==> config.mk <==
export PLATFORM = sky130hd
export DESIGN_NAME = wb_bus_arbiter_flat
export DESIGN_NICKNAME = d
export VERILOG_FILES = /design/src/rtl/wb_bus_arbiter_if.sv /design/src/rtl/wb_bus_arbiter.sv /design/src/flat_wrapper.sv
export SDC_FILE = /design/constraint.sdc
export NUM_CORES = 1
export LEC_CHECK = 0
export ABC_AREA = 1
export BUFFER_PORTS_ARGS = -buffer_cell sky130_fd_sc_hd__buf_2
export CAP_MARGIN = 20
export CORE_AREA = 2 2 123 125
export DETAILED_ROUTE_END_ITERATION = 8
export DIE_AREA = 0 0 125 127
export GPL_TIMING_DRIVEN = 0
export PLACE_DENSITY = 0.54
export SLEW_MARGIN = 20
export SYNTH_ARGS = -nofsm -noshare
export SYNTH_HDL_FRONTEND = slang
export SYNTH_SLANG_ARGS = --single-unit
==> constraint.sdc <==
create_clock -name clk -period 1.5 [get_ports clk]
set_input_delay 0.075 -clock clk [delete_from_list [all_inputs] [get_ports clk]]
set_output_delay 0.075 -clock clk [all_outputs]
set_load 0.05 [all_outputs]
==> src/rtl/wb_bus_arbiter_if.sv <==
// Wishbone classic bus bundle used for the IF, LSU and memory ports of wb_bus_arbiter.
interface wishbone_if;
   localparam int unsigned ADDR_W = 32;
   localparam int unsigned DATA_W = 32;
   localparam int unsigned SEL_W  = DATA_W / 8;

   logic              cycle;
   logic              strobe;
   logic              write_enable;
   logic [ADDR_W-1:0] address;
   logic [SEL_W-1:0]  select;
   logic [DATA_W-1:0] data_in;
   logic              ack;
   logic [DATA_W-1:0] data_out;

   modport master (
      output cycle, strobe, write_enable, address, select, data_in,
      input  ack, data_out
   );

   modport slave (
      input  cycle, strobe, write_enable, address, select, data_in,
      output ack, data_out
   );
endinterface

==> src/rtl/wb_bus_arbiter.sv <==
// Two-master Wishbone arbiter: LSU priority with IF starvation guard, whole-cycle grants.
// Optional ack watchdog enabled by defining WB_ARB_TIMEOUT_EN.
module wb_bus_arbiter #(
   parameter int unsigned MAX_LSU_BURST  = 4
`ifdef WB_ARB_TIMEOUT_EN
   , parameter int unsigned TIMEOUT_CYCLES = 255
`endif
) (
   input  logic        clk,
   input  logic        reset,
   wishbone_if.slave   if_bus,
   wishbone_if.slave   lsu_bus,
   wishbone_if.master  mem_bus,
   output logic [1:0]  o_grant,
   output logic        o_timeout
);

   localparam int unsigned SC_W = (MAX_LSU_BURST > 0) ? $clog2(MAX_LSU_BURST + 1) : 1;

   // Encoding doubles as the {lsu,if} one-hot grant.
   typedef enum logic [1:0] {
      IDLE      = 2'b00,
      GRANT_IF  = 2'b01,
      GRANT_LSU = 2'b10
   } state_t;

   state_t          state, state_nxt;
   logic [SC_W-1:0] starve_cnt, starve_nxt;

`ifdef WB_ARB_TIMEOUT_EN
   localparam int unsigned WD_W         = (TIMEOUT_CYCLES > 2) ? $clog2(TIMEOUT_CYCLES) : 1;
   localparam logic [31:0] TIMEOUT_DATA = 32'hDEAD_BEEF;

   logic [WD_W-1:0] wd_cnt, wd_nxt;
   logic            abort_c;
`endif

   // State and counter registers.
   always_ff @(posedge clk or negedge reset) begin
      if (!reset) begin
         state      <= IDLE;
         starve_cnt <= '0;
`ifdef WB_ARB_TIMEOUT_EN
         wd_cnt     <= '0;
`endif
      end else begin
         state      <= state_nxt;
         starve_cnt <= starve_nxt;
`ifdef WB_ARB_TIMEOUT_EN
         wd_cnt     <= wd_nxt;
`endif
      end
   end

   // Arbitration, starvation accounting and watchdog.
   always_comb begin
      state_nxt  = state;
      starve_nxt = starve_cnt;
`ifdef WB_ARB_TIMEOUT_EN
      wd_nxt     = wd_cnt;
      abort_c    = 1'b0;
`endif
      unique case (state)
         IDLE: begin
            if (lsu_bus.cycle && (!if_bus.cycle || (starve_cnt < SC_W'(MAX_LSU_BURST)))) begin
               state_nxt = GRANT_LSU;
               if (if_bus.cycle && (starve_cnt < SC_W'(MAX_LSU_BURST))) begin
                  starve_nxt = starve_cnt + SC_W'(1);
               end
            end else if (if_bus.cycle) begin
               state_nxt  = GRANT_IF;
               starve_nxt = '0;
            end
         end
         GRANT_IF: begin
            if (!if_bus.cycle) state_nxt = IDLE;
         end
         GRANT_LSU: begin
            if (!lsu_bus.cycle) state_nxt = IDLE;
         end
         default: state_nxt = IDLE;
      endcase
`ifdef WB_ARB_TIMEOUT_EN
      // Each transaction gets its own window; a real ack beats the abort.
      if (state == IDLE) begin
         wd_nxt = '0;
      end else if (mem_bus.ack) begin
         wd_nxt = '0;
      end else if (wd_cnt == WD_W'(TIMEOUT_CYCLES - 1)) begin
         abort_c   = 1'b1;
         state_nxt = IDLE;
         wd_nxt    = '0;
      end else begin
         wd_nxt = wd_cnt + WD_W'(1);
      end
`endif
   end

   // Bus steering from the registered grant.
   always_comb begin
      mem_bus.cycle        = 1'b0;
      mem_bus.strobe       = 1'b0;
      mem_bus.write_enable = 1'b0;
      mem_bus.address      = '0;
      mem_bus.select       = '0;
      mem_bus.data_in      = '0;
      if_bus.ack           = 1'b0;
      if_bus.data_out      = '0;
      lsu_bus.ack          = 1'b0;
      lsu_bus.data_out     = '0;
      unique case (state)
         GRANT_IF: begin
            mem_bus.cycle        = if_bus.cycle;
            mem_bus.strobe       = if_bus.strobe;
            mem_bus.write_enable = if_bus.write_enable;
            mem_bus.address      = if_bus.address;
            mem_bus.select       = if_bus.select;
            mem_bus.data_in      = if_bus.data_in;
            if_bus.ack           = mem_bus.ack;
            if_bus.data_out      = mem_bus.data_out;
         end
         GRANT_LSU: begin
            mem_bus.cycle        = lsu_bus.cycle;
            mem_bus.strobe       = lsu_bus.strobe;
            mem_bus.write_enable = lsu_bus.write_enable;
            mem_bus.address      = lsu_bus.address;
            mem_bus.select       = lsu_bus.select;
            mem_bus.data_in      = lsu_bus.data_in;
            lsu_bus.ack          = mem_bus.ack;
            lsu_bus.data_out     = mem_bus.data_out;
         end
         default: ;
      endcase
`ifdef WB_ARB_TIMEOUT_EN
      if (abort_c) begin
         mem_bus.cycle  = 1'b0;
         mem_bus.strobe = 1'b0;
         if (state == GRANT_IF) begin
            if_bus.ack      = 1'b1;
            if_bus.data_out = TIMEOUT_DATA;
         end else begin
            lsu_bus.ack      = 1'b1;
            lsu_bus.data_out = TIMEOUT_DATA;
         end
      end
`endif
   end

   assign o_grant = state;

`ifdef WB_ARB_TIMEOUT_EN
   assign o_timeout = abort_c;
`else
   assign o_timeout = 1'b0;
`endif

endmodule

==> src/flat_wrapper.sv <==
// flat-port wrapper written by rule: the top's interface ports become plain ports
module wb_bus_arbiter_flat 
#(
   parameter int unsigned MAX_LSU_BURST  = 4

)
  (clk, reset, o_grant, o_timeout, if_bus_cycle, if_bus_strobe, if_bus_write_enable, if_bus_address, if_bus_select, if_bus_data_in, if_bus_ack, if_bus_data_out, lsu_bus_cycle, lsu_bus_strobe, lsu_bus_write_enable, lsu_bus_address, lsu_bus_select, lsu_bus_data_in, lsu_bus_ack, lsu_bus_data_out, mem_bus_cycle, mem_bus_strobe, mem_bus_write_enable, mem_bus_address, mem_bus_select, mem_bus_data_in, mem_bus_ack, mem_bus_data_out);
  wishbone_if if_bus_i ();
  wishbone_if lsu_bus_i ();
  wishbone_if mem_bus_i ();
  input  logic clk;
  input  logic reset;
  output logic [1:0] o_grant;
  output logic o_timeout;
  input wire logic [$bits(if_bus_i.cycle)-1:0] if_bus_cycle;
  input wire logic [$bits(if_bus_i.strobe)-1:0] if_bus_strobe;
  input wire logic [$bits(if_bus_i.write_enable)-1:0] if_bus_write_enable;
  input wire logic [$bits(if_bus_i.address)-1:0] if_bus_address;
  input wire logic [$bits(if_bus_i.select)-1:0] if_bus_select;
  input wire logic [$bits(if_bus_i.data_in)-1:0] if_bus_data_in;
  output wire logic [$bits(if_bus_i.ack)-1:0] if_bus_ack;
  output wire logic [$bits(if_bus_i.data_out)-1:0] if_bus_data_out;
  input wire logic [$bits(lsu_bus_i.cycle)-1:0] lsu_bus_cycle;
  input wire logic [$bits(lsu_bus_i.strobe)-1:0] lsu_bus_strobe;
  input wire logic [$bits(lsu_bus_i.write_enable)-1:0] lsu_bus_write_enable;
  input wire logic [$bits(lsu_bus_i.address)-1:0] lsu_bus_address;
  input wire logic [$bits(lsu_bus_i.select)-1:0] lsu_bus_select;
  input wire logic [$bits(lsu_bus_i.data_in)-1:0] lsu_bus_data_in;
  output wire logic [$bits(lsu_bus_i.ack)-1:0] lsu_bus_ack;
  output wire logic [$bits(lsu_bus_i.data_out)-1:0] lsu_bus_data_out;
  output wire logic [$bits(mem_bus_i.cycle)-1:0] mem_bus_cycle;
  output wire logic [$bits(mem_bus_i.strobe)-1:0] mem_bus_strobe;
  output wire logic [$bits(mem_bus_i.write_enable)-1:0] mem_bus_write_enable;
  output wire logic [$bits(mem_bus_i.address)-1:0] mem_bus_address;
  output wire logic [$bits(mem_bus_i.select)-1:0] mem_bus_select;
  output wire logic [$bits(mem_bus_i.data_in)-1:0] mem_bus_data_in;
  input wire logic [$bits(mem_bus_i.ack)-1:0] mem_bus_ack;
  input wire logic [$bits(mem_bus_i.data_out)-1:0] mem_bus_data_out;
  assign if_bus_i.cycle = if_bus_cycle;
  assign if_bus_i.strobe = if_bus_strobe;
  assign if_bus_i.write_enable = if_bus_write_enable;
  assign if_bus_i.address = if_bus_address;
  assign if_bus_i.select = if_bus_select;
  assign if_bus_i.data_in = if_bus_data_in;
  assign if_bus_ack = if_bus_i.ack;
  assign if_bus_data_out = if_bus_i.data_out;
  assign lsu_bus_i.cycle = lsu_bus_cycle;
  assign lsu_bus_i.strobe = lsu_bus_strobe;
  assign lsu_bus_i.write_enable = lsu_bus_write_enable;
  assign lsu_bus_i.address = lsu_bus_address;
  assign lsu_bus_i.select = lsu_bus_select;
  assign lsu_bus_i.data_in = lsu_bus_data_in;
  assign lsu_bus_ack = lsu_bus_i.ack;
  assign lsu_bus_data_out = lsu_bus_i.data_out;
  assign mem_bus_cycle = mem_bus_i.cycle;
  assign mem_bus_strobe = mem_bus_i.strobe;
  assign mem_bus_write_enable = mem_bus_i.write_enable;
  assign mem_bus_address = mem_bus_i.address;
  assign mem_bus_select = mem_bus_i.select;
  assign mem_bus_data_in = mem_bus_i.data_in;
  assign mem_bus_i.ack = mem_bus_ack;
  assign mem_bus_i.data_out = mem_bus_data_out;
  wb_bus_arbiter #(.MAX_LSU_BURST(MAX_LSU_BURST)) u_core (.clk(clk), .reset(reset), .if_bus(if_bus_i), .lsu_bus(lsu_bus_i), .mem_bus(mem_bus_i), .o_grant(o_grant), .o_timeout(o_timeout));
endmodule
==> results.json, run 1 <==
{
  "die_area_um2": 15900,
  "setup_violations": 137,
  "syn-num-nets": 601,
  "boundaryPins": 317,
  "drv_cap": 0,
  "yosysSeqAreaShare_pct": 6.51,
  "multiInputGateArea_um2": 2230,
  "worst_slack_ns": -0.268,
  "vdd_drop_max_mv": 1.71,
  "path_clk_slew_ns": 0.03,
  "cts_tree": "done",
  "drive_gt1_share_pct": 77.5,
  "insertion_delay_ns": 0.22,
  "tns_ns": -25.32,
  "cts_htree_levels": 1,
  "top_usage_layer": "met2",
  "synth_area_per_cell_um2": 4.58,
  "rsz0062_at_grt": "true",
  "slew_violations": 0,
  "synth_warnings": 0,
  "fillers": 1385,
  "clk_path_buf_depth": 2,
  "synthTopCellsByArea": "nand2_1 (43%), a21oi_1 (18%), inv_1 (15%)",
  "gp_congestion": 0.737,
  "violations": "negative setup slack",
  "report.power.total_uw": 13800,
  "ys_ff_latch": 5,
  "die_w_um": 125,
  "use_met2_pct": 27.8,
  "wl_per_cell_um": 15.5,
  "status": "finished with violations",
  "crit_fanout": 6,
  "overflow": 0,
  "yosys.area.top_type": "nand2_1",
  "io_buffers": 315,
  "fin_crit_ns": 1.77,
  "synth_cell_type_count": 15,
  "reg2regPathDepth": 9,
  "diodes": 0,
  "hold_viol_final": 0,
  "finClkSkew_ns": 0.000507,
  "critPathLaunchType": "flop",
  "viasPerCell": 4.14,
  "initial_utilization_pct": 13.3,
  "drt_wl_total_um": 14700,
  "fin_crit_sh_pct": 118,
  "area_growth_pct": 241,
  "die_h_um": 127,
  "worstSetupPathType": "reg2out",
  "register_area_um2": 128,
  "grt_util_all_layers_pct": 14.4,
  "gr-usage-met1_pct": 17.6,
  "grt_pass1_vias": 3678,
  "mappedNetlistArea_um2": 1920,
  "fmaxAchievable_ghz": 0.566,
  "drc": 0,
  "drt_iter0_drc": 81,
  "netlist_instances": 420,
  "rows": 44,
  "required_ns": 1.42,
  "p_per_area_nw_per_um2": 2100,
  "p_leak_uw": 0.00334,
  "cp-end-kind": "output port",
  "cts_buffers": 3,
  "dpl.hpwl_um": 9680,
  "core_um2": 14400,
  "grt_util_met3_pct": 1.72,
  "final_nets": 946,
  "grt_pass1_wl_um": 18800,
  "min_path_type": "in2async",
  "worstPathArrival_ns": 1.69,
  "vias": 3923,
  "antenna_found_initial": 0,
  "cts_root_buf": "clkbuf_16",
  "final_antenna_net_count": 0,
  "cts.sinks": 5,
  "drt_pass1_iterations": 4,
  "synth_top_area_share_pct": 43.1,
  "grt_max_degree": 11
}
-- cell usage after synthesis --
master and count:
clkbuf_1 7, o21ai_0 2, nand3b_1 1, dfrtp_1 5, buf_6 10, ha_1 4, buf_2 10, inv_2 1
nor2_1 4, a21oi_1 71, inv_1 75, conb_1 1, buf_4 5, nand3_1 3, nand2_1 221
-- layer usage --
layer / part of all wire [%] / up-vias
li1: - / 1928
met1: 39 / 1797
met2: 54 / 188
met5: 0 / -
met4: 1.3 / 0
met3: 5.4 / 10
-- state kept, by name, summed over array words and instances (netlist names) --
signal and count:
u_core.starve_cnt 3, u_core.o_grant 2
-- final cells by class --
cell class,instances,share of cell area [%]
Clock buffer,4,1.20
Tap cell,184,3.51
Sequential cell,5,1.95
Buffer,29,6.45
Multi-Input combinational cell,307,34.1
Timing Repair Buffer,343,46.2
Inverter,76,6.55
-- where the power goes --
group          switching, uW  internal [uW]  leakage (uW)  total [uW]
Sequential              50.6            196     0.0000628         247
Clock                   75.8            351     0.0000382         427
Combinational           8000           5080       0.00324       13100
-- metrics by stage --
| step | std cells | instance area (um^2) | setup WS (ns) | hold WS (ns) | utilization (%) |
|---|---|---|---|---|---|
| after floorplan | 420 | 2370 | -0.511 | -0.221 | - |
| after global placement | 919 | 4170 | -0.347 | -0.107 | 28.9 |
| after detailed placement | 919 | 4170 | -0.351 | -0.108 | 28.9 |
| after CTS | 935 | 5330 | -0.330 | 0.192 | 37.0 |
| after global routing | 948 | 6550 | -0.340 | 0.208 | 45.4 |
| final | 948 | 6550 | -0.268 | 0.192 | 45.4 |
-- critical path, cell delays in order, from the launching register on --
cell,delay [ns]
dfrtp_2,0.44
inv_4,0.09
ha_4,0.21
buf_12,0.17
clkbuf_16,0.17
nand2_2,0.07
a21oi_4,0.14
buf_6,0.17
-- cells by family after synthesis --
kind of cell | after synthesis | share of synthesized area (%)
adders and majority gates | 4 | 2.60
AOI/OAI and AO/OA | 73 | 19.0
and+or+nand+nor | 229 | 45.1
other | 1 | 0.195
DFF | 5 | 6.51
buffers and inverters | 108 | 26.6
-- worst paths after layout --
check                                                       from                          endpoint  slack [ns]
worst max-delay path               u_core.o_grant[0]$_DFFE_PN0P_               mem_bus_address[30]       -0.27
min in group clk                                    if_bus_cycle  u_core.starve_cnt[1]$_DFFE_PN0P_        0.22
worst max register to register     u_core.o_grant[0]$_DFFE_PN0P_     u_core.o_grant[0]$_DFFE_PN0P_        0.11
max in group asynchronous                                  reset     u_core.o_grant[1]$_DFFE_PN0P_        1.17
worst min-delay path                                       reset  u_core.starve_cnt[2]$_DFFE_PN0P_        0.19
worst min register to register  u_core.starve_cnt[1]$_DFFE_PN0P_  u_core.starve_cnt[1]$_DFFE_PN0P_        0.48
-- layout by cell type (no fill, tap or decap), types with 3 or more instances in the layout --
master / n
a21oi_1: 14
a21oi_2: 42
a21oi_4: 15
buf_12: 12
buf_16: 3
buf_2: 179
buf_4: 27
buf_6: 71
buf_8: 58
clkbuf_16: 13
clkbuf_4: 8
clkbuf_8: 3
clkinvlp_4: 35
dfrtp_1: 3
ha_4: 3
inv_1: 17
inv_2: 20
inv_4: 3
nand2_1: 125
nand2_2: 29
nand2_4: 67
nand3_1: 3
nor2_1: 3
-- timing repair --
item | CTS | global route
hold buffers | 1 | 0
hold endpoints to repair | 5 | 0
endpoints found under the setup margin | 137 | 139
resized for setup | 282 | 291
cloned | 5 | 8
setup buffers | 6 | 9
pin swaps | 10 | 48
Note: power is estimated with default switching activity, not from simulation.
==> run 2, diff against run 1 <==
clock period = 2.1 ns   (was 1.5 ns; I/O delays follow)
==> results.json, run 2 (synthesized netlist as in run 1, its figures left out) <==
{
  "crit_fanout": 10,
  "drt_iter0_drc": 129,
  "drc": 0,
  "vdd_drop_max_mv": 0.907,
  "fmaxAchievable_ghz": 0.503,
  "critPathLaunchType": "flop",
  "die_h_um": 127,
  "most-common-layout-cells": "buf_2 (312), nand2_1 (221), inv_1 (75), a21oi_1 (70), buf_4 (10)",
  "cts_buffers": 3,
  "grt_util_all_layers_pct": 12.4,
  "drt_pass1_iterations": 4,
  "antenna_found_initial": 0,
  "p_per_area_nw_per_um2": 1570,
  "grt_pass1_vias": 3272,
  "initial_utilization_pct": 13.3,
  "fin_crit_ns": 1.99,
  "cp-startpoint": "u_core.o_grant[1]$_DFFE_PN0P_",
  "path_clk_slew_ns": 0.03,
  "io_buffers": 315,
  "setup_violations": 0,
  "worstSetupPathType": "reg2out",
  "required_ns": 2.00,
  "overflow": 0,
  "boundaryPins": 317,
  "final_nets": 922,
  "min_path_type": "in2async",
  "grt_max_degree": 11,
  "viasPerCell": 3.89,
  "r2r_setup_slack_ns": 0.76,
  "dpl.hpwl_um": 9160,
  "post_cts_buffers": 0,
  "place_area_um2": 3730,
  "die_area_um2": 15900,
  "vias": 3594,
  "status": "completed",
  "die_w_um": 125,
  "wl_per_cell_um": 11.8,
  "gp_congestion": 0.788,
  "max_flop_register": "u_core.starve_cnt",
  "drt_wl_total_um": 10900,
  "stdcell_area_um2": 3880,
  "p_leak_uw": 0.00276,
  "largest_reg_flops": 3,
  "fin_crit_sh_pct": 94.7,
  "hold_viol_final": 0,
  "rsz0062_at_grt": "false",
  "final_antenna_net_count": 0,
  "cp-end-kind": "output port",
  "reg2reg_from": "u_core.o_grant[0]$_DFFE_PN0P_",
  "slew_violations": 0,
  "area_growth_pct": 102,
  "insertion_delay_ns": 0.23,
  "cts_root_buf": "clkbuf_16",
  "layout_commonest_cell": "buf_2",
  "worstPathArrival_ns": 1.88,
  "clk_path_buf_depth": 2,
  "cts.sinks": 5,
  "cts_tree": "done",
  "fillers": 1697,
  "drive_gt1_share_pct": 47.6,
  "grt_pass1_wl_um": 16400,
  "tns_ns": 0,
  "cts_htree_levels": 1,
  "finClkSkew_ns": 0.00110,
  "drv_cap": 0,
  "core_um2": 14400,
  "rows": 44,
  "diodes": 0
}
==> run 2: area by class of cell <==
cell class                      count  area (um^2)  area share, %
Inverter                           76          285           7.36
Sequential cell                     5          125           3.23
Clock buffer                        4         78.8           2.03
Tap cell                          184          230           5.94
Timing Repair Buffer              316         1620           41.7
Buffer                             32          250           6.46
Multi-Input combinational cell    307         1290           33.3
==> run 2: what timing repair did <==
action / CTS / global route
pin swaps: 0 / 0
endpoints found under the setup margin: 10 / 63
hold buffers: 1 / 0
resized for setup: 3 / 30
hold endpoints to repair: 5 / 0
==> run 2: layer usage <==
| layer | global-route usage [%] | share of wire (%) |
|---|---|---|
| met1 | 15.9 | 42 |
| met2 | 23.3 | 51 |
| met5 | 0 | 0 |
| met3 | 1.51 | 6.9 |
| met4 | 1.05 | 0.19 |
==> run 2: final timing paths <==
| path | to | cells after the start |
|---|---|---|
| setup / recovery | mem_bus_address[14] | 8 |
| hold / removal | u_core.o_grant[1]$_DFFE_PN0P_ | 2 |
| setup reg to reg | u_core.o_grant[1]$_DFFE_PN0P_ | 9 |
| hold reg to reg | u_core.starve_cnt[1]$_DFFE_PN0P_ | 2 |
| max in group asynchronous | u_core.starve_cnt[2]$_DFFE_PN0P_ | 2 |
| min in group clk | u_core.starve_cnt[1]$_DFFE_PN0P_ | 4 |
==> run 2: worst max-delay path: stages (launching register included) <==
cell,delay [ns]
dfrtp_1,0.40
inv_1,0.09
ha_1,0.14
buf_4,0.12
buf_6,0.19
buf_6,0.17
nand2_1,0.05
a21oi_1,0.19
buf_2,0.30
==> run 2: per-stage QoR <==
| step | worst slack [ns] | total power, uW | utilization [%] | instances | hold WS [ns] |
|---|---|---|---|---|---|
| after global routing | 0.0000968 | 6550 | 26.9 | 924 | 0.228 |
| final | 0.112 | 6100 | 26.9 | 924 | 0.224 |
| after floorplan | -0.0976 | 4310 | - | 420 | -0.191 |
| after CTS | 0.0133 | 6080 | 26.5 | 924 | 0.223 |
| after global placement | -0.0244 | 5780 | 25.9 | 919 | -0.0760 |
| after detailed placement | 0.0254 | 5750 | 25.9 | 919 | -0.0760 |
==> run 2: power by group <==
group          internal, uW  switching [uW]
logic                  1320            4290
registers               137            30.5
clock network           252            62.2
==> run 3, diff against run 2 <==
PLACE_DENSITY = not set   (was 0.54)
clock period = 2.03 ns   (was 2.1 ns; I/O delays follow)
==> results.json, run 3 (synthesized netlist as in run 1, its figures left out) <==
{
  "cts_root_buf": "clkbuf_16",
  "final_antenna_net_count": 0,
  "worstSetupPathType": "reg2out",
  "viasPerCell": 3.89,
  "dpl.hpwl_um": 9510,
  "die_w_um": 125,
  "stdcell_area_um2": 3960,
  "p_leak_uw": 0.00275,
  "grt_pass1_wl_um": 17100,
  "drt_iter0_drc": 113,
  "post_cts_buffers": 0,
  "fin_crit_sh_pct": 95.6,
  "fin_crit_ns": 1.94,
  "min_path_type": "in2async",
  "status": "completed",
  "overflow": 0,
  "vdd_drop_max_mv": 0.895,
  "wl_per_cell_um": 12.4,
  "cts.sinks": 5,
  "initial_utilization_pct": 13.3,
  "p_per_area_nw_per_um2": 1640,
  "cp-end-kind": "output port",
  "die_area_um2": 15900,
  "drc": 0,
  "insertion_delay_ns": 0.22,
  "crit_fanout": 10,
  "core_um2": 14400,
  "largest_reg_flops": 3,
  "fillers": 1695,
  "drv_cap": 0,
  "io_buffers": 315,
  "max_flop_register": "u_core.starve_cnt",
  "drt_pass1_iterations": 4,
  "grt_max_degree": 11,
  "report.power.total_uw": 6480,
  "worst_slack_ns": 0.0897,
  "antenna_found_initial": 0,
  "area_growth_pct": 106,
  "grt_util_all_layers_pct": 13.0,
  "vias": 3598,
  "diodes": 0,
  "path_clk_slew_ns": 0.03,
  "fmaxAchievable_ghz": 0.515,
  "reg2regPathDepth": 9,
  "boundaryPins": 317,
  "final_nets": 922,
  "drt_wl_total_um": 11400,
  "finClkSkew_ns": 0.00109,
  "cts_tree": "done",
  "cts_buffers": 3,
  "clk_path_buf_depth": 2,
  "setup_violations": 0,
  "required_ns": 1.93,
  "place_area_um2": 3730,
  "hold_viol_final": 0,
  "critPathLaunchType": "flop",
  "die_h_um": 127,
  "most-common-layout-cells": "buf_2 (291), nand2_1 (221), inv_1 (75), a21oi_1 (67), clkbuf_4 (20)",
  "worstPathArrival_ns": 1.84,
  "cts_htree_levels": 1,
  "rows": 44,
  "tns_ns": 0,
  "slew_violations": 0,
  "layout_commonest_cell": "buf_2",
  "grt_pass1_vias": 3367,
  "gp_congestion": 0.807,
  "dp_slack_ns": -0.122,
  "drive_gt1_share_pct": 48.0
}
==> run 3: final timing paths <==
path	to	from	slack [ns]
max in group asynchronous	u_core.starve_cnt[0]$_DFFE_PN0P_	reset	1.69
worst max register to register	u_core.o_grant[0]$_DFFE_PN0P_	u_core.o_grant[0]$_DFFE_PN0P_	0.68
worst max-delay path	lsu_bus_data_out[4]	u_core.o_grant[0]$_DFFE_PN0P_	0.09
worst min-delay path	u_core.o_grant[0]$_DFFE_PN0P_	reset	0.22
worst min register to register	u_core.starve_cnt[1]$_DFFE_PN0P_	u_core.starve_cnt[1]$_DFFE_PN0P_	0.49
min in group clk	u_core.starve_cnt[1]$_DFFE_PN0P_	if_bus_cycle	0.25
==> run 3: timing repair <==
action / in CTS / in global routing
endpoints found under the setup margin: 63 / 60
hold endpoints to repair: 5 / 0
hold buffers: 1 / 0
gates resized for setup: 15 / 47
pin swaps: 0 / 1
==> run 3: layer usage <==
metal | GRT usage [%] | up-vias | routed length, um
met3 | 1.55 | 0 | 729
met5 | 0 | - | 0
li1 | - | 1880 | -
met2 | 25.8 | 171 | 6070
met4 | 1.24 | 0 | 0
met1 | 15.4 | 1547 | 4620
==> run 3: area by class of cell <==
cell class	instances	area, um^2	share of cell area [%]
timing repair buffer	316	1660	42.0
multi-input combinational	307	1300	32.9
inverter	76	285	7.21
buffer	32	272	6.86
tap	184	230	5.82
sequential	5	125	3.16
clock buffer	4	78.8	1.99
==> run 3: power by group <==
group	total, uW	internal, uW	switching [uW]
logic	5990	1470	4520
clock network	319	260	58.8
registers	172	142	30.7
==> run 3: through the flow <==
stage / hold slack [ns] / std cells / utilization (%)
final: 0.216 / 924 / 27.4
after CTS: 0.217 / 924 / 26.7
after global routing: 0.225 / 924 / 27.4
after global placement: -0.0841 / 919 / 25.9
after detailed placement: -0.0841 / 919 / 25.9
after floorplan: -0.194 / 420 / -
==> run 3: worst max-delay path, stage by stage, from the launching register on <==
cell and delay [ns]:
dfrtp_1 0.40, inv_1 0.10, ha_1 0.15, clkbuf_4 0.17, buf_12 0.15, buf_4 0.19
nand2_1 0.11, inv_1 0.06, buf_2 0.25
